`src/rtl/io_tx_mailbox.sv`:
```
// CPU I/O-port mailbox: toggle-handshake posts bytes into a small FIFO,
// which is drained onto an 8N1 LSB-first serial line.
module io_tx_mailbox #(
  parameter int CLKS_PER_BIT = 16,
  parameter int FIFO_DEPTH   = 4
) (
  input  logic       clk,
  input  logic       reset,
  input  logic [7:0] d0_s,
  input  logic [7:0] d1_s,
  input  logic [7:0] d2_s,
  input  logic [7:0] d3_s,
  output logic [7:0] d0_e,
  output logic [7:0] d1_e,
  output logic [7:0] d2_e,
  output logic [7:0] d3_e,
  output logic       tx
);
  localparam int PW   = $clog2(FIFO_DEPTH);
  localparam int CNTW = PW + 1;
  localparam int CW   = (CLKS_PER_BIT > 2) ? $clog2(CLKS_PER_BIT) : 1;
  localparam logic [CW-1:0] RELOAD = CW'(CLKS_PER_BIT - 1);

  typedef enum logic [1:0] {IDLE, START, DATA, STOP} state_t;

  state_t          state;
  logic [CW-1:0]   bit_cnt;
  logic [2:0]      bit_idx;
  logic [7:0]      shift;
  logic [7:0]      mem [FIFO_DEPTH];
  logic [PW-1:0]   wr_ptr, rd_ptr;
  logic [CNTW-1:0] count, count_nxt;
  logic            last_req, last_req_nxt;
  logic            pend, push, pop, bit_end, busy_nxt;

  logic [15:0] unused_in;
  assign unused_in = {d2_s, d3_s};

  always_comb begin
    pend         = d1_s[0] != last_req;
    push         = pend && (count < CNTW'(FIFO_DEPTH));
    bit_end      = bit_cnt == '0;
    pop          = d1_s[7] && (count != '0) &&
                   ((state == IDLE) || ((state == STOP) && bit_end));
    count_nxt    = count + CNTW'(push) - CNTW'(pop);
    last_req_nxt = push ? d1_s[0] : last_req;
    // Busy reflects the state after this edge so the status byte is never stale.
    busy_nxt     = (state == IDLE) ? pop : !((state == STOP) && bit_end && !pop);
  end

  always_ff @(posedge clk) begin
    if (reset && push) mem[wr_ptr] <= d0_s;
  end

  always_ff @(posedge clk) begin
    if (!reset) begin
      state    <= IDLE;
      tx       <= 1'b1;
      bit_cnt  <= '0;
      bit_idx  <= '0;
      shift    <= '0;
      wr_ptr   <= '0;
      rd_ptr   <= '0;
      count    <= '0;
      last_req <= 1'b0;
      d0_e     <= 8'h10;
      d1_e     <= 8'h00;
      d2_e     <= 8'h00;
      d3_e     <= 8'h00;
    end else begin
      count    <= count_nxt;
      last_req <= last_req_nxt;
      d1_e     <= {7'b0, last_req_nxt};
      d0_e     <= {1'b0, d1_s[0] != last_req_nxt, busy_nxt, count_nxt == '0,
                   count_nxt == CNTW'(FIFO_DEPTH), 3'(count_nxt)};
      if (push) begin
        wr_ptr <= wr_ptr + PW'(1);
        d2_e   <= d0_s;
      end
      if (pop) begin
        rd_ptr <= rd_ptr + PW'(1);
        shift  <= mem[rd_ptr];
      end
      case (state)
        IDLE: if (pop) begin
          state   <= START;
          tx      <= 1'b0;
          bit_cnt <= RELOAD;
        end
        START: if (bit_end) begin
          state   <= DATA;
          bit_idx <= '0;
          tx      <= shift[0];
          bit_cnt <= RELOAD;
        end else bit_cnt <= bit_cnt - CW'(1);
        DATA: if (bit_end) begin
          bit_cnt <= RELOAD;
          if (bit_idx == 3'd7) begin
            state <= STOP;
            tx    <= 1'b1;
          end else begin
            bit_idx <= bit_idx + 3'd1;
            tx      <= shift[bit_idx + 3'd1];
          end
        end else bit_cnt <= bit_cnt - CW'(1);
        STOP: if (bit_end) begin
          d3_e    <= d3_e + 8'd1;
          bit_cnt <= RELOAD;
          // Chain straight into the next start bit when more data is waiting.
          if (pop) begin
            state <= START;
            tx    <= 1'b0;
          end else begin
            state <= IDLE;
            tx    <= 1'b1;
          end
        end else bit_cnt <= bit_cnt - CW'(1);
        default: state <= IDLE;
      endcase
    end
  end
endmodule

```
`config.mk`:
```
export PLATFORM = sky130hd
export DESIGN_NAME = io_tx_mailbox
export DESIGN_NICKNAME = d
export VERILOG_FILES = /design/src/rtl/io_tx_mailbox.sv
export SDC_FILE = /design/constraint.sdc
export NUM_CORES = 1
export LEC_CHECK = 0
export ABC_AREA = 1
export BUFFER_PORTS_ARGS = -buffer_cell sky130_fd_sc_hd__buf_2
export CAP_MARGIN = 20
export CORE_MARGIN = 2
export CORE_UTILIZATION = 45
export CTS_CLUSTER_DIAMETER = 150
export CTS_CLUSTER_SIZE = 10
export DETAILED_ROUTE_END_ITERATION = 10
export HOLD_SLACK_MARGIN = 0.15
export PLACE_DENSITY = 0.67
export SLEW_MARGIN = 30
export SYNTH_ARGS = -nofsm -noshare
export SYNTH_HDL_FRONTEND = slang
export SYNTH_SLANG_ARGS = --single-unit
```
`constraint.sdc`:
```
create_clock -name clk -period 3.65 [get_ports clk]
set_clock_uncertainty 0.1 [all_clocks]
set_input_delay 0.365 -clock clk [delete_from_list [all_inputs] [get_ports clk]]
set_output_delay 0.365 -clock clk [all_outputs]
set_load 0.05 [all_outputs]
```
# Word-level counts from Yosys, hierarchy flattened
# Memories as Yosys holds them, arrays and structs flattened. A register that Yosys moved wholly into a read port is not among the register bits.
# Cells that the tools add are included.
totals:
  register_bits: 49
  ram_bits: 32
  in_bits: 34
  out_inout_bits: 33
  wordCells: 83
  mem_count: 1
mem_list:
  columns: ["memory", "depth", "width", "read_ports", "rd_clocked_by_memory_dff", "wr", "line", "text"]
  rows:
  - ["mem", 4, 8, 1, 1, 1, "30", "logic [7:0] mem [FIFO_DEPTH];"]
op_classes:
  n_addsub: 7
  order_cmp: 2
  eq_ne: 13
  mux: 27
  reduce_logical: 20
op_table:
  columns: ["operator", "n"]
  rows:
  - ["$mux 1", 12]
  - ["$ne 2x2->1 const B", 6]
  - ["$mux 2", 5]
  - ["$mux 3", 3]
  - ["$add 8x1->8 const B", 1]
  - ["$mux 4", 2]
  - ["$pmux 2 s4", 1]
  - ["$pmux 4 s2", 1]
  - ["$reduce_and 4->1", 2]
  - ["$eq 3x3->1 const B", 2]
  - ["$logic_and 1x1->1", 6]
  - ["$pmux 3 s2", 1]
  - ["$reduce_and 5->1", 1]
  - ["$add 2x1->2 const B", 2]
  - ["$eq 2x2->1 const B", 2]
  - ["$logic_not 4->1", 1]
  - ["$lt 3x4->1 const B", 1]
  - ["$pmux 1 s4", 1]
  - ["$sub 4x1->4 const B", 1]
  - ["$add 3x1->3", 1]
  - ["$add 3x1->3 const B", 1]
  - ["$bmux 1 s3", 1]
  - ["$logic_not 1->1", 3]
  - ["$logic_not 3->1", 1]
  - ["other kinds (10)", 11]

# Longest topological paths before layout
logic_depth:
  word_depth: 8
  mapped_depth: 15
  ltp_nobuf: 14

# Least setup slack after synthesis
# No wires, ideal clock.
synth_timing:
  path_type: "register -> register"
  start: "reg, netlist name d0_e[2]"
  end: "reg d0_e[3]"
  setup_time_ps: 78
  t_arrival_ps: 2564
  required_ps: 3472
  path_slack_ps: 908
  stages_incl_launch_ff: 14
  path_buffers: 1
  period_less_slack_ps: 2742
  path_cell_list: "dfxtp_1 inv_1 nand2_1 nand2_1 inv_1 nand2_2 inv_2 buf_6 ha_1 inv_1 ha_1 fa_1 or2_2 nor3_1"
synth_rtl:
  columns: ["item", "line", "text"]
  rows:
  - ["end signal, assigned", "74", "d0_e <= {1'b0, d1_s[0] != last_req_nxt, busy_nxt, count_nxt == '0,"]
  - ["end, declared", "13", "output logic [7:0] d0_e,"]

# Worst setup path in the final report
layout_timing:
  start: "reg state[0]"
  end: "reg d0_e[3]"
layout_between:
  elab_chain_cells: 6
  elab_cells_between_ends: 7
  cone_classes: "add/sub (1); eq/ne (2); reduce/logical (4)"
layout_rtl:
  columns: ["item", "line", "text"]
  rows:
  - ["start, declared", "26", "state_t state;"]
  - ["start signal, assigned", "57", "state <= IDLE;"]
  - ["start signal, assigned", "86", "state <= START;"]
  - ["start signal, assigned", "91", "state <= DATA;"]
  - ["$eq 2x2->1", "44", "((state == IDLE) || ((state == STOP) && bit_end));"]
  - ["$logic_and 1x1->1", "44", null]
  - ["$logic_or 1x1->1 *", "44", null]
  - ["$logic_and 1x1->1 *", "43", "pop = d1_s[7] && (count != '0) &&"]
  - ["$sub 3x1->3 *", "45", "count_nxt = count + CNTW'(push) - CNTW'(pop);"]
  - ["net count_nxt[1]", "32", "logic [CNTW-1:0] count, count_nxt;"]
  - ["$eq 3x3->1 *", "75", "count_nxt == CNTW'(FIFO_DEPTH), 3'(count_nxt)};"]
# Mark *: on every way through the listed nets, which the timed path passes. The rest lies on a longest branch.
# A chain may end at the register's enable or synchronous reset.

==> out/metrics.cfg <==
[clock_network]
hold_buffers=4
clock_sink_count=78
cts_buffers=9
cts-root-buf=clkbuf_8
cts_tree=yes
cts-htree-levels=3
cts_resized=0
clk_pin_slew_ns=0.08
postCtsSetupBuffers=0
clockBufferDepth=2
insertion_delay_ns=0.34

[sta]
rsz0062_at_grt=no
finalMaxSlewViolations=0
slew_headroom_pct=46.25
finalCriticalPeriod_ns=2.930
worst_slack_ns=0.7204
setup_viol=0
hold_viol_final=0
fmax_ghz=0.3413
tightest_slew_ns=0.8033
fin_setup_tns_ns=0
period_share_pct=80.26

[yosys]
syn_area_sq_mm=0.003480
ys_seq_area_share_pct=54.08
synth.avg_cell_area_sq_um=8.991
ys_ff_latch=78
synthCells=387
ys.warnings.count=0
synth_cell_types=35

[layout]
fin_area_sq_mm=0.003945
finish.utilization_pct=51.86
multi_input_area_sq_mm=0.001297
diodes=0
fillers=726
final_nets=475
regArea_sq_mm=0.001882
syn_to_final_growth_pct=13.38
drive_gt1_share_pct=14.22

[placement]
placed_area_sq_mm=0.003671
pre_cts_ws_ns=0.6767
post-dp-hpwl_mm=4.324
place.gp.congestion=0.8013
port_buffers=36

[detailed_routing]
drtIter0Drc=129
ant_nets=0
avgRoutedWirePerCell_um=12.09
wirelength_mm=6.421
vias=2574
post_drt_via_cell_ratio=4.847
drc_errors=0
drt_first_pass_iters=4

[grt]
grt_max_degree=28
antenna_found_initial=0
overflow=0
grt_use_total_pct=16.45
grt_pass1_wl_mm=11.21
grt_pass1_vias=2526

[critical_path]
critPathArrivalTime_ns=3.09
critPathSlowestCell=fa_1
crit_type=reg -> reg
cp.required_ns=3.81
cpPeakStageDelay_ns=0.43
path_cells=ha_1 > nand4_2 > nand2_2 > nand2_2 > inv_2 > ha_1 > inv_1 > ha_1 > fa_1 > or2_2 > nor3_1
crit_fanout=11
cp_common_cell=ha_1
endpoint_kind=register
crit_path_start_kind=register
path_delay_family=adder cells
cp_num_buf_inv=2

[power]
power.density_mw_per_mm2=727.9
total_leakage_power_uw=0.001656
vdd_ir_drop_max_v=0.0003772

[outcome]
status=finished, final reports clean

[die]
io_pins=67
initial_utilization_pct=45.74
fp-row-count=32
dieWidth_um=91.94
die_h_um=91.94
dieArea_sq_mm=0.008452
core-area_sq_mm=0.007607

[worst_hold_path]
hp-class=in -> reg

[job]
cap_violations=0

## Yosys cell counts
cell       n  area, sq um
nor2_1    39        146.4
a311oi_1   1        8.760
buf_2      5        25.02
nor2_4     1        11.26
fa_1       1        20.02
inv_1     45        168.9
or2_1      1        6.260
buf_4     11        82.58
clkbuf_2   1        5.000
inv_2      2        7.510
ha_1      16        200.2
clkbuf_1   4        15.01
or2_2      1        6.260
a31oi_1    3        18.77
dfxtp_1   46        920.9
a21oi_1   32        160.2
xnor2_1    1        8.760
a21boi_1   1        7.510
nand3_2    1        10.01
o21ai_0   39        195.2
or2_0      1        6.260
nand4_1    2        12.51
buf_6      2        22.52
conb_1     1        3.750
a211oi_1   1        7.510
nor3_1     2        10.01
nand3b_1   1        7.510
edfxtp_1  32        960.9
nand2_2    2        12.51
o22ai_1    6        37.54
nand2_1   66        247.7
a41oi_1    1        8.760
nand4_2    2        25.02
nand3_1   15        75.07
xor2_1     2        17.52
## where the power goes
part / total [uW] / internal (uW) / switching (uW)
Combinational: 976 / 285 / 691
Sequential: 1180 / 1070 / 107
Clock: 717 / 406 / 311
## stage by stage
| stage | hold slack [ns] | total power [uW] | std cells |
|---|---|---|---|
| after floorplan | 0.3435 | 2001 | 394 |
| after global placement | 0.3293 | 2144 | 510 |
| after detailed placement | 0.3370 | 2175 | 510 |
| after CTS | 0.1540 | 2892 | 530 |
| after global routing | 0.1527 | 3081 | 531 |
| final | 0.1740 | 2872 | 531 |
## logic make-up after synthesis
| family | after synthesis | synth area share (%) |
|---|---|---|
| and+or+nand+nor | 134 | 16.58 |
| AOI/OAI and AO/OA | 84 | 12.77 |
| DFF | 78 | 54.08 |
| buffers and inverters | 70 | 9.385 |
| adders and majority gates | 17 | 6.329 |
| xor gates and xnor gates | 3 | 0.7553 |
| other | 1 | 0.1078 |
## cells in the final DEF (no fill, tap or decap), drive strengths merged
cell type and count:
nand2 68, inv 47, dfxtp 46, nor2 40
o21ai 39, buf 37, a21oi 32, edfxtp 32
ha 16, nand3 16, clkbuf 11, conb 8
o22ai 6, dlygate4sd3 5, nand4 4, a31oi 3
clkinv 3, or2 3, xor2 2, nor3 2
bufinv 2, a311oi 1, a41oi 1, xnor2 1
nand3b 1, a21boi 1, a211oi 1, fa 1
## metal layers
layer	part of all wire (%)	up-vias	GRT usage, %	routed length, um
li1	-	1334	-	-
met1	47	1196	20.05	3008
met2	49	39	28.86	3118
met3	3.8	5	3.944	242
met4	0.81	0	4.975	52
met5	0	-	0	0
## state kept, by name, indices dropped and copies added (netlist names), 2 cells and up
name / flops
bit_cnt: 4
bit_idx: 3
d0_e: 7
d2_e: 8
d3_e: 8
mem: 32
rd_ptr: 2
shift: 8
state: 2
wr_ptr: 2
## final timing paths
check                              end  cells past startpoint  slack (ns)                  start
setup / recovery    d0_e[3]$_SDFF_PN0_                     11        0.72  state[0]$_SDFFE_PN0P_
hold / removal     mem[0][4]$_DFFE_PP_                      1        0.17                d0_s[4]
setup reg to reg    d0_e[3]$_SDFF_PN0_                     11        0.72  state[0]$_SDFFE_PN0P_
hold reg to reg   d2_e[7]$_SDFFE_PN0P_                      2        0.35   d2_e[7]$_SDFFE_PN0P_
## final cells by class
| class | count | share of cell area, % |
|---|---|---|
| multi-input combinational | 246 | 32.89 |
| inverter | 47 | 4.472 |
| clock buffer | 11 | 3.584 |
| clock inverter | 5 | 2.093 |
| tap | 102 | 3.235 |
| timing repair buffer | 42 | 6.026 |
| sequential | 78 | 47.70 |
(Power assumes the default switching activity.)
